**config.mk**
```make
export PLATFORM = sky130hd
export DESIGN_NAME = seven_seg_scan_drv_flat
export DESIGN_NICKNAME = d
export VERILOG_FILES = /design/src/rtl/seven_seg_pkg.sv /design/src/rtl/seven_seg_scan_drv_if.sv /design/src/rtl/seven_seg_hex_decode.sv /design/src/rtl/seven_seg_scan_drv.sv /design/src/flat_wrapper.sv
export SDC_FILE = /design/constraint.sdc
export NUM_CORES = 1
export LEC_CHECK = 0
export CAP_MARGIN = 25
export CORE_MARGIN = 5
export CORE_UTILIZATION = 40
export CTS_BUF_LIST = sky130_fd_sc_hd__clkbuf_8
export DETAILED_ROUTE_END_ITERATION = 7
export PLACE_DENSITY = 0.59
export SETUP_SLACK_MARGIN = 0.5
export SLEW_MARGIN = 15
export SYNTH_ARGS = -nofsm -noshare
export SYNTH_HDL_FRONTEND = slang
export SYNTH_SLANG_ARGS = --single-unit
```
**constraint.sdc**
```tcl
create_clock -name clk -period 4.95 [get_ports clk]
set_input_delay 0.7425 -clock clk [delete_from_list [all_inputs] [get_ports clk]]
set_output_delay 0.7425 -clock clk [all_outputs]
set_load 0.02 [all_outputs]
```
**src/rtl/seven_seg_pkg.sv**
```systemverilog
// Shared constants and types for the seven-segment scan driver.
package seven_seg_pkg;

   localparam int NUM_DIGITS = 8;

   // Bit positions inside the active-high {dp,g,f,e,d,c,b,a} segment byte
   localparam int SEG_A  = 0;
   localparam int SEG_G  = 6;
   localparam int SEG_DP = 7;

   // Hex glyphs, active high, bit 0 = segment a. Entry 0 is the rightmost element.
   localparam logic [15:0][6:0] HEX_SEG = {
      7'h71, 7'h79, 7'h5E, 7'h39, 7'h7C, 7'h77, 7'h6F, 7'h7F,
      7'h07, 7'h7D, 7'h6D, 7'h66, 7'h4F, 7'h5B, 7'h06, 7'h3F
   };

   // Power-up test pattern shown until the first committed load
   localparam logic [31:0] RESET_WORD = 32'hAA5555AA;

   typedef enum logic {BLANK, DRIVE} slot_state_t;

endpackage

```
**src/rtl/seven_seg_scan_drv_if.sv**
```systemverilog
// Display-word load bus between the display-select logic (master) and the
// scan driver (slave). Optional blink_mask exists only when SEG_BLINK_EN is defined.
interface seven_seg_scan_drv_if;
   import seven_seg_pkg::*;

   logic [31:0]           disp_num;
   logic [NUM_DIGITS-1:0] disp_point;
   logic                  disp_ld;
   logic                  ld_ack;
`ifdef SEG_BLINK_EN
   logic [NUM_DIGITS-1:0] blink_mask;

   modport master (output disp_num, disp_point, disp_ld, blink_mask, input ld_ack);
   modport slave  (input disp_num, disp_point, disp_ld, blink_mask, output ld_ack);
`else
   modport master (output disp_num, disp_point, disp_ld, input ld_ack);
   modport slave  (input disp_num, disp_point, disp_ld, output ld_ack);
`endif

endinterface

```
**src/rtl/seven_seg_hex_decode.sv**
```systemverilog
// Combinational nibble + decimal point -> active-high {dp,g,f,e,d,c,b,a}.
module seven_seg_hex_decode
   import seven_seg_pkg::*;
(
   input  logic [3:0] nib,
   input  logic       dp,
   output logic [7:0] seg
);

   // Table lookup for the glyph, decimal point passed straight through
   always_comb begin
      seg              = '0;
      seg[SEG_G:SEG_A] = HEX_SEG[nib];
      seg[SEG_DP]      = dp;
   end

endmodule

```
**src/rtl/seven_seg_scan_drv.sv**
```systemverilog
// Seven-segment scan driver: commits the display word tear-free at frame
// wrap and multiplexes 8 hex digits onto a panel, with a blank slot before
// each digit to suppress ghosting.
// Optional feature macro: SEG_BLINK_EN (adds blink_mask and a frame counter).
module seven_seg_scan_drv
   import seven_seg_pkg::*;
#(
   parameter int SCAN_DIV       = 50000,
   parameter bit SEG_ACTIVE_LOW = 1'b1,
   parameter bit AN_ACTIVE_LOW  = 1'b1,
   parameter int BLINK_DIV_W    = 4
)(
   input  logic                  clk,
   input  logic                  rst,
   seven_seg_scan_drv_if.slave   bus,
   output logic [NUM_DIGITS-1:0] seg_an,
   output logic [7:0]            seg_out,
   output logic                  frame_done
);

   localparam int DIV_W = (SCAN_DIV < 2) ? 1 : $clog2(SCAN_DIV);
   localparam int DIG_W = $clog2(NUM_DIGITS);

   // Pin-level "off" patterns; XOR with these applies polarity last
   localparam logic [7:0]            SEG_OFF = SEG_ACTIVE_LOW ? 8'hFF : 8'h00;
   localparam logic [NUM_DIGITS-1:0] AN_OFF  = AN_ACTIVE_LOW  ? '1    : '0;

   generate
      if (SCAN_DIV < 2) begin : g_bad_div
         $error("SCAN_DIV must be >= 2");
      end
      if (BLINK_DIV_W < 1) begin : g_bad_blink
         $error("BLINK_DIV_W must be >= 1");
      end
   endgenerate

   logic [DIV_W-1:0]      div;
   logic [DIG_W-1:0]      digit;
   slot_state_t           state;
   logic [31:0]           shadow_num, pend_num;
   logic [NUM_DIGITS-1:0] shadow_pt, pend_pt;
   logic                  pend;
   logic                  ld_ack_r;
   logic                  div_tc, wrap;
   logic [7:0]            seg_ah;
   logic                  blank_dig;

   assign div_tc     = (div == DIV_W'(SCAN_DIV - 1));
   assign wrap       = div_tc && (digit == DIG_W'(NUM_DIGITS - 1));
   assign bus.ld_ack = ld_ack_r;

   seven_seg_hex_decode u_dec (
      .nib (shadow_num[digit*4 +: 4]),
      .dp  (shadow_pt[digit]),
      .seg (seg_ah)
   );

`ifdef SEG_BLINK_EN
   logic [BLINK_DIV_W:0] frame_cnt;

   // Frame counter; its MSB is the blink phase
   always_ff @(posedge clk or negedge rst) begin
      if (!rst)      frame_cnt <= '0;
      else if (wrap) frame_cnt <= frame_cnt + 1'b1;
   end

   assign blank_dig = frame_cnt[BLINK_DIV_W] & bus.blink_mask[digit];
`else
   assign blank_dig = 1'b0;
`endif

   // Slot divider and digit index; digit wraps 7 -> 0 by width
   always_ff @(posedge clk or negedge rst) begin
      if (!rst) begin
         div   <= '0;
         digit <= '0;
      end else if (div_tc) begin
         div   <= '0;
         digit <= digit + 1'b1;
      end else begin
         div   <= div + 1'b1;
      end
   end

   // Slot FSM with registered pin outputs; BLANK covers divider==0
   always_ff @(posedge clk or negedge rst) begin
      if (!rst) begin
         state   <= BLANK;
         seg_an  <= AN_OFF;
         seg_out <= SEG_OFF;
      end else begin
         case (state)
            BLANK: begin
               seg_an  <= AN_OFF;
               seg_out <= SEG_OFF;
               state   <= DRIVE;
            end
            DRIVE: begin
               seg_an  <= (NUM_DIGITS'(1) << digit) ^ AN_OFF;
               seg_out <= blank_dig ? SEG_OFF : (seg_ah ^ SEG_OFF);
               if (div_tc) state <= BLANK;
            end
            default: state <= BLANK;
         endcase
      end
   end

   // Pending/shadow registers: loads park in pending, commit only at frame wrap;
   // a load in the wrap cycle itself bypasses pending
   always_ff @(posedge clk or negedge rst) begin
      if (!rst) begin
         shadow_num <= RESET_WORD;
         shadow_pt  <= '0;
         pend_num   <= '0;
         pend_pt    <= '0;
         pend       <= 1'b0;
         frame_done <= 1'b0;
         ld_ack_r   <= 1'b0;
      end else begin
         frame_done <= wrap;
         ld_ack_r   <= 1'b0;
         if (wrap) begin
            if (bus.disp_ld) begin
               shadow_num <= bus.disp_num;
               shadow_pt  <= bus.disp_point;
               ld_ack_r   <= 1'b1;
            end else if (pend) begin
               shadow_num <= pend_num;
               shadow_pt  <= pend_pt;
               ld_ack_r   <= 1'b1;
            end
            pend <= 1'b0;
         end else if (bus.disp_ld) begin
            pend_num <= bus.disp_num;
            pend_pt  <= bus.disp_point;
            pend     <= 1'b1;
         end
      end
   end

endmodule

```
**src/flat_wrapper.sv**
```systemverilog
// flat-port wrapper written by rule: the top's interface ports become plain ports
module seven_seg_scan_drv_flat import seven_seg_pkg::*;
#(
   parameter int SCAN_DIV       = 50000,
   parameter bit SEG_ACTIVE_LOW = 1'b1,
   parameter bit AN_ACTIVE_LOW  = 1'b1,
   parameter int BLINK_DIV_W    = 4
)
  (clk, rst, seg_an, seg_out, frame_done, bus_disp_num, bus_disp_point, bus_disp_ld, bus_ld_ack);
  seven_seg_scan_drv_if bus_i ();
  input  logic clk;
  input  logic rst;
  output logic [NUM_DIGITS-1:0] seg_an;
  output logic [7:0] seg_out;
  output logic frame_done;
  input wire logic [$bits(bus_i.disp_num)-1:0] bus_disp_num;
  input wire logic [$bits(bus_i.disp_point)-1:0] bus_disp_point;
  input wire logic [$bits(bus_i.disp_ld)-1:0] bus_disp_ld;
  output wire logic [$bits(bus_i.ld_ack)-1:0] bus_ld_ack;
  assign bus_i.disp_num = bus_disp_num;
  assign bus_i.disp_point = bus_disp_point;
  assign bus_i.disp_ld = bus_disp_ld;
  assign bus_ld_ack = bus_i.ld_ack;
  seven_seg_scan_drv #(.SCAN_DIV(SCAN_DIV), .SEG_ACTIVE_LOW(SEG_ACTIVE_LOW), .AN_ACTIVE_LOW(AN_ACTIVE_LOW), .BLINK_DIV_W(BLINK_DIV_W)) u_core (.clk(clk), .rst(rst), .bus(bus_i), .seg_an(seg_an), .seg_out(seg_out), .frame_done(frame_done));
endmodule
```
[Word level (Yosys, flattened, before mapping)]
Memory sizes are Yosys's and may differ from the RTL's.
Index checks and enable logic that the tools add are counted.
Cells by class
  order comparisons: 2
  bitwise gates (word level): 4
  shifts and indexed selects: 2
  reduce and logical (&&, ||, !) cells: 5
  $add $sub $neg: 2
  equality and inequality tests: 2
  mux-type cells: 17
Operators by type and width (count)
  32-bit 2-to-1 mux: 2
  8-bit case mux with 2 select lines: 2
  32-bit by 6-bit indexed part select with 4-bit output: 1
  16-bit by 1-bit adder with 16-bit output, second input constant: 1
  16-bit == test, second input constant: 1
  16-bit 2-to-1 mux: 1
  8-bit 2-to-1 mux: 2
  8-bit inverter: 2
  1-bit by 3-bit << shifter with 8-bit output, first input constant: 1
  1-bit 2-to-1 mux: 7
  7-bit 2-to-1 mux: 1
  4-bit by 5-bit less-than comparator with 1-bit output, second input constant: 1
  3-bit by 4-bit less-than comparator with 1-bit output, second input constant: 1
  2-bit AND reduction: 2
  2-bit nonzero test: 2
  3-bit by 1-bit adder with 3-bit output, second input constant: 1
  1-bit binary-select mux with 3-bit select: 1
  3-bit == test, second input constant: 1
  1-bit inverter: 2
  1-bit case mux with 2 select lines: 1
  1-bit logical AND: 1
Word-level totals
  memory bits (read-only): 112
  register bits: 119
  word-level logic and storage cells: 47
  memories kept: 1
Memory list
  (no name shown): depth 16, width 7, rd ports 1, clocked after Yosys merged registers in 0, wr ports 0, RTL line seven_seg_hex_decode.sv:13  | seg[SEG_G:SEG_A] = HEX_SEG[nib];

[Depth between registers and ports, before layout]
  word-level depth: 5
  depth in mapped cells: 7
  gate-level depth less buffers: 6

[By module]
A second synthesis with hierarchy kept.
Unflattened totals
  cells, all modules: 410
  area total of the unflattened synthesis: 5685.5 um^2
By module, submodules not included
  seven_seg_scan_drv: times used 1, cells each 376, area each 5390.2 um^2
  seven_seg_hex_decode: times used 1, cells each 34, area each 295.3 um^2

[Worst setup path after synthesis]
OpenSTA, ideal clock, no wires.
  path kind: register -> register
  start: reg u_core.digit[1]
  end: reg u_core.seg_out[4]
  buffers on the path: 1
  slack: 2816 ps
  arrival time: 2050 ps
  clock period less this slack: 2134 ps
  cell stages (with the launch flop): 7
  data required time: 4867 ps
  cells stage by stage: dfrtp_1 > buf_6 > mux4_2 > mux2i_1 > inv_1 > ha_1 > a221o_1
Between the ends
  longest elaborated chain between the ends: 5
RTL lines
  from (decl): RTL line seven_seg_scan_drv.sv:38  | logic [DIG_W-1:0] digit;
  from (signal assigned): RTL line seven_seg_scan_drv.sv:79  | digit <= digit + 1'b1;
  32-bit by 6-bit indexed part select with 4-bit output: RTL line seven_seg_scan_drv.sv:53  | .nib (shadow_num[digit*4 +: 4]),
  memory 16 x 7 bit
  7-bit 2-to-1 mux (not written as such): RTL line seven_seg_hex_decode.sv:13
  8-bit inverter (no line)
  8-bit case mux with 2 select lines: RTL line seven_seg_scan_drv.sv:92  | case (state)
  to (signal assigned): RTL line seven_seg_scan_drv.sv:100  | seg_out <= blank_dig ? SEG_OFF : (seg_ah ^ SEG_OFF);
  to (decl): RTL line seven_seg_scan_drv.sv:17  | output logic [7:0] seg_out,
No other way between the ends. The select of a mux whose other input is x is not followed.
A chain may end at the register's enable or synchronous reset.

[Worst setup path in the final report]
Same ends and word-level chain as after synthesis.

==> reports/results.ini <==
[timing]
clock_skew_ps=6.77
tightest_slew_ps=874
fmax_mhz=378
rsz0062_at_grt=no
tns_ps=0
setup_viol=0
whs_ps=245
hold_viol_final=0
period_share_pct=53.4
relSlewSlack_pct=40.1
min_period_ps=2640
slew_viol_final=0

[pwr]
finalPower_w=0.00200
ir_drop_v=0.000165
p_leak_nw=3.13
p_per_area_nw_per_um2=291

[yosys]
syn_area_per_cell_sq_um=14.7
yosysWarnings=0
yosysSeqAreaShare_pct=52.2
synth_top_area_cell=dfrtp_1
ys.flop_type=dfrtp_1
ys_types=38
syn-num-nets=450
synth.area.top_cells=dfrtp_1 38%, mux2_2 16%, dfstp_2 15%
synth_area_sq_um=5780
synth_edf_count=0
ys_ff_latch=119
ys_async_sr_fraction_pct=100
postSynthCellCount=394
yosysTopAreaCellShare_pct=37.6

[routing]
wl_per_cell_um=16.9
ant_nets=0
drt_iter0_markers=165
wirelength_um=11000
vias=3251
vias_per_cell=4.97
drc=0
top_layer=met4
drt-met1-wl_um=5300
dr.pass1.iters=4
wl_met2_um=5140
dr_wl_met3_um=488

[setup_path]
crit_chain=mux4_2 > mux2i_1 > inv_1 > ha_1 > a221o_1
critPathLaunchType=flip-flop
crit_slowest_cell=dfrtp_1
worstPathRequired_ps=5310
cp_max_fo=11
crit_type=flip-flop to flip-flop
crit_arrival_ps=3000
endpoint_kind=flip-flop
slowest_delay_ps=720

[placed_design]
port_buffers=60
dp_hpwl_um=7420
gp_congestion=0.771

[clock_tree]
cts_resized=0
cts_made_buffers=17
cts-hold-fix-buffers=0
htreeDepth=4
cts_setup_buffers=0
worstSkewPairLatency_ps=430
clockBufferDepth=2
cts.clk_slew.worst_paths_ps=70
cts_sinks=119
cts_tree=yes
ctsRootBufferMaster=clkbuf_8

[finish]
diodes=0
area_delta_synth_final_pct=18.7
fin_nets=513
fin_util_pct=47.8
layout-drive-gt1-share_pct=42.8

[die]
num_rows=44
die_width_um=130
die-area_sq_um=17000
initial_core_util_pct=40.2
pin_count=61
coreArea_sq_um=14400
die_h_um=130

[global_route]
grt.total_usage_pct=14.2
grt_antenna_before_repair=0
grt_max_degree=83
grt_pass1_vias=3495
grt-ovfl-total=0
grt_pass1_wl_um=18400

[min_path]
hp-class=input port to async pin

[job]
timing.max_cap.violations=0

[run_status]
status=completed

logic make-up (layout without fill, tap and decap cells):
family / count (synthesis) / after routing / synth area share (%)
muxes: 143 / 143 / 31.9
buffers and inverters: 31 / 107 / 3.83
adders and majority gates: 13 / 13 / 2.81
xor gates and xnor gates: 15 / 15 / 2.27
DFF: 119 / 119 / 52.2
AOI/OAI and AO/OA: 12 / 12 / 1.62
and+or+nand+nor: 61 / 61 / 5.39
metal layers:
layer	track usage (%)	vias up
met5	0	-
met4	4.95	0
met3	4.09	10
met2	21.8	57
met1	19.3	1660
li1	-	1524
worst max-delay path, delay by kind of cell, from the launching register on:
kind | cells | cell delay [ps]
muxes | 2 | 1080
DFF | 1 | 720
AOI/OAI and AO/OA | 1 | 340
adders and majority gates | 1 | 290
buffers and inverters | 1 | 140
cell type report:
| cell class | instances | area, sq um |
|---|---|---|
| clock buffers | 23 | 317 |
| clock inverters | 9 | 50.0 |
| fillers | 1231 | 7500 |
| inverters | 10 | 37.5 |
| multi-input cells | 244 | 2540 |
| flip-flops and latches | 119 | 3020 |
| well taps | 184 | 230 |
| repair buffers | 65 | 671 |
state kept, by name, indices dropped and copies added (netlist names):
name,cells
u_core.seg_an,8
u_core.div,16
u_core.state,1
u_core.digit,3
u_core.frame_done,1
u_core.shadow_num,32
u_core.pend_pt,8
u_core.seg_out,8
u_core.bus.ld_ack,1
u_core.pend,1
u_core.shadow_pt,8
u_core.pend_num,32
Yosys cell counts, drive strengths merged, types with 2 or more instances:
| master | number |
|---|---|
| nor2 | 16 |
| nor2b | 3 |
| xnor2 | 8 |
| a22oi | 2 |
| buf | 14 |
| nand3 | 11 |
| nor3 | 3 |
| o21ai | 3 |
| xor2 | 7 |
| mux2i | 14 |
| ha | 13 |
| inv | 10 |
| and2 | 2 |
| mux4 | 9 |
| nand2 | 14 |
| nor4 | 2 |
| dfstp | 32 |
| mux2 | 120 |
| clkbuf | 7 |
| dfrtp | 87 |
| and4bb | 2 |
| and3 | 2 |
| nand4 | 3 |
metrics by stage:
step                      cells  setup slack (ps)  cell area [sq um]
final                       654              2310               6870
after CTS                   652              2140               6810
after detailed placement    620              1820               6440
after global routing        654              2060               6870
after global placement      620              1900               6440
after floorplan             394              2820               5780
where the power goes:
part           internal [W]  switching (W)
Clock              0.000419       0.000378
Combinational      0.000111      0.0000652
Sequential          0.00101      0.0000169
final timing paths:
check                      depth (start not counted)  slack, ps                        start                           endpoint
min in group clk                                   2        480      u_core.pend$_DFFE_PN0P_            u_core.pend$_DFFE_PN0P_
setup / recovery                                   5       2310  u_core.digit[1]$_DFFE_PN0N_        u_core.seg_out[4]$_DFF_PN1_
max in group asynchronous                          3       3540                          rst  u_core.shadow_num[10]$_DFFE_PN1P_
hold / removal                                     1        240                          rst           u_core.div[13]$_DFF_PN0_
hold reg to reg                                    2        480      u_core.pend$_DFFE_PN0P_            u_core.pend$_DFFE_PN0P_
setup reg to reg                                   5       2310  u_core.digit[1]$_DFFE_PN0N_        u_core.seg_out[4]$_DFF_PN1_
placed cells by master (no fill, tap or decap), drive strengths merged:
cell           instances
nor2b                  3
xor2                   7
a31oi                  1
a21bo                  1
and4                   1
nor3                   3
nand4                  3
nand3b                 1
nor4b                  1
nor4                   2
o21ai                  3
a21oi                  1
ha                    13
xnor2                  8
nand2                 14
mux2i                 14
nand3                 11
dfstp                 32
dfrtp                 87
clkdlybuf4s50         58
and2                   2
o311ai                 1
inv                   12
a22oi                  2
o31a                   1
clkinv                 4
nor2                  16
mux2                 120
o221ai                 1
a221o                  1
buf                    7
clkinvlp               3
clkbuf                23
mux4                   9
and4bb                 2
and3                   2
Note: power is estimated with default switching activity, not from simulation.
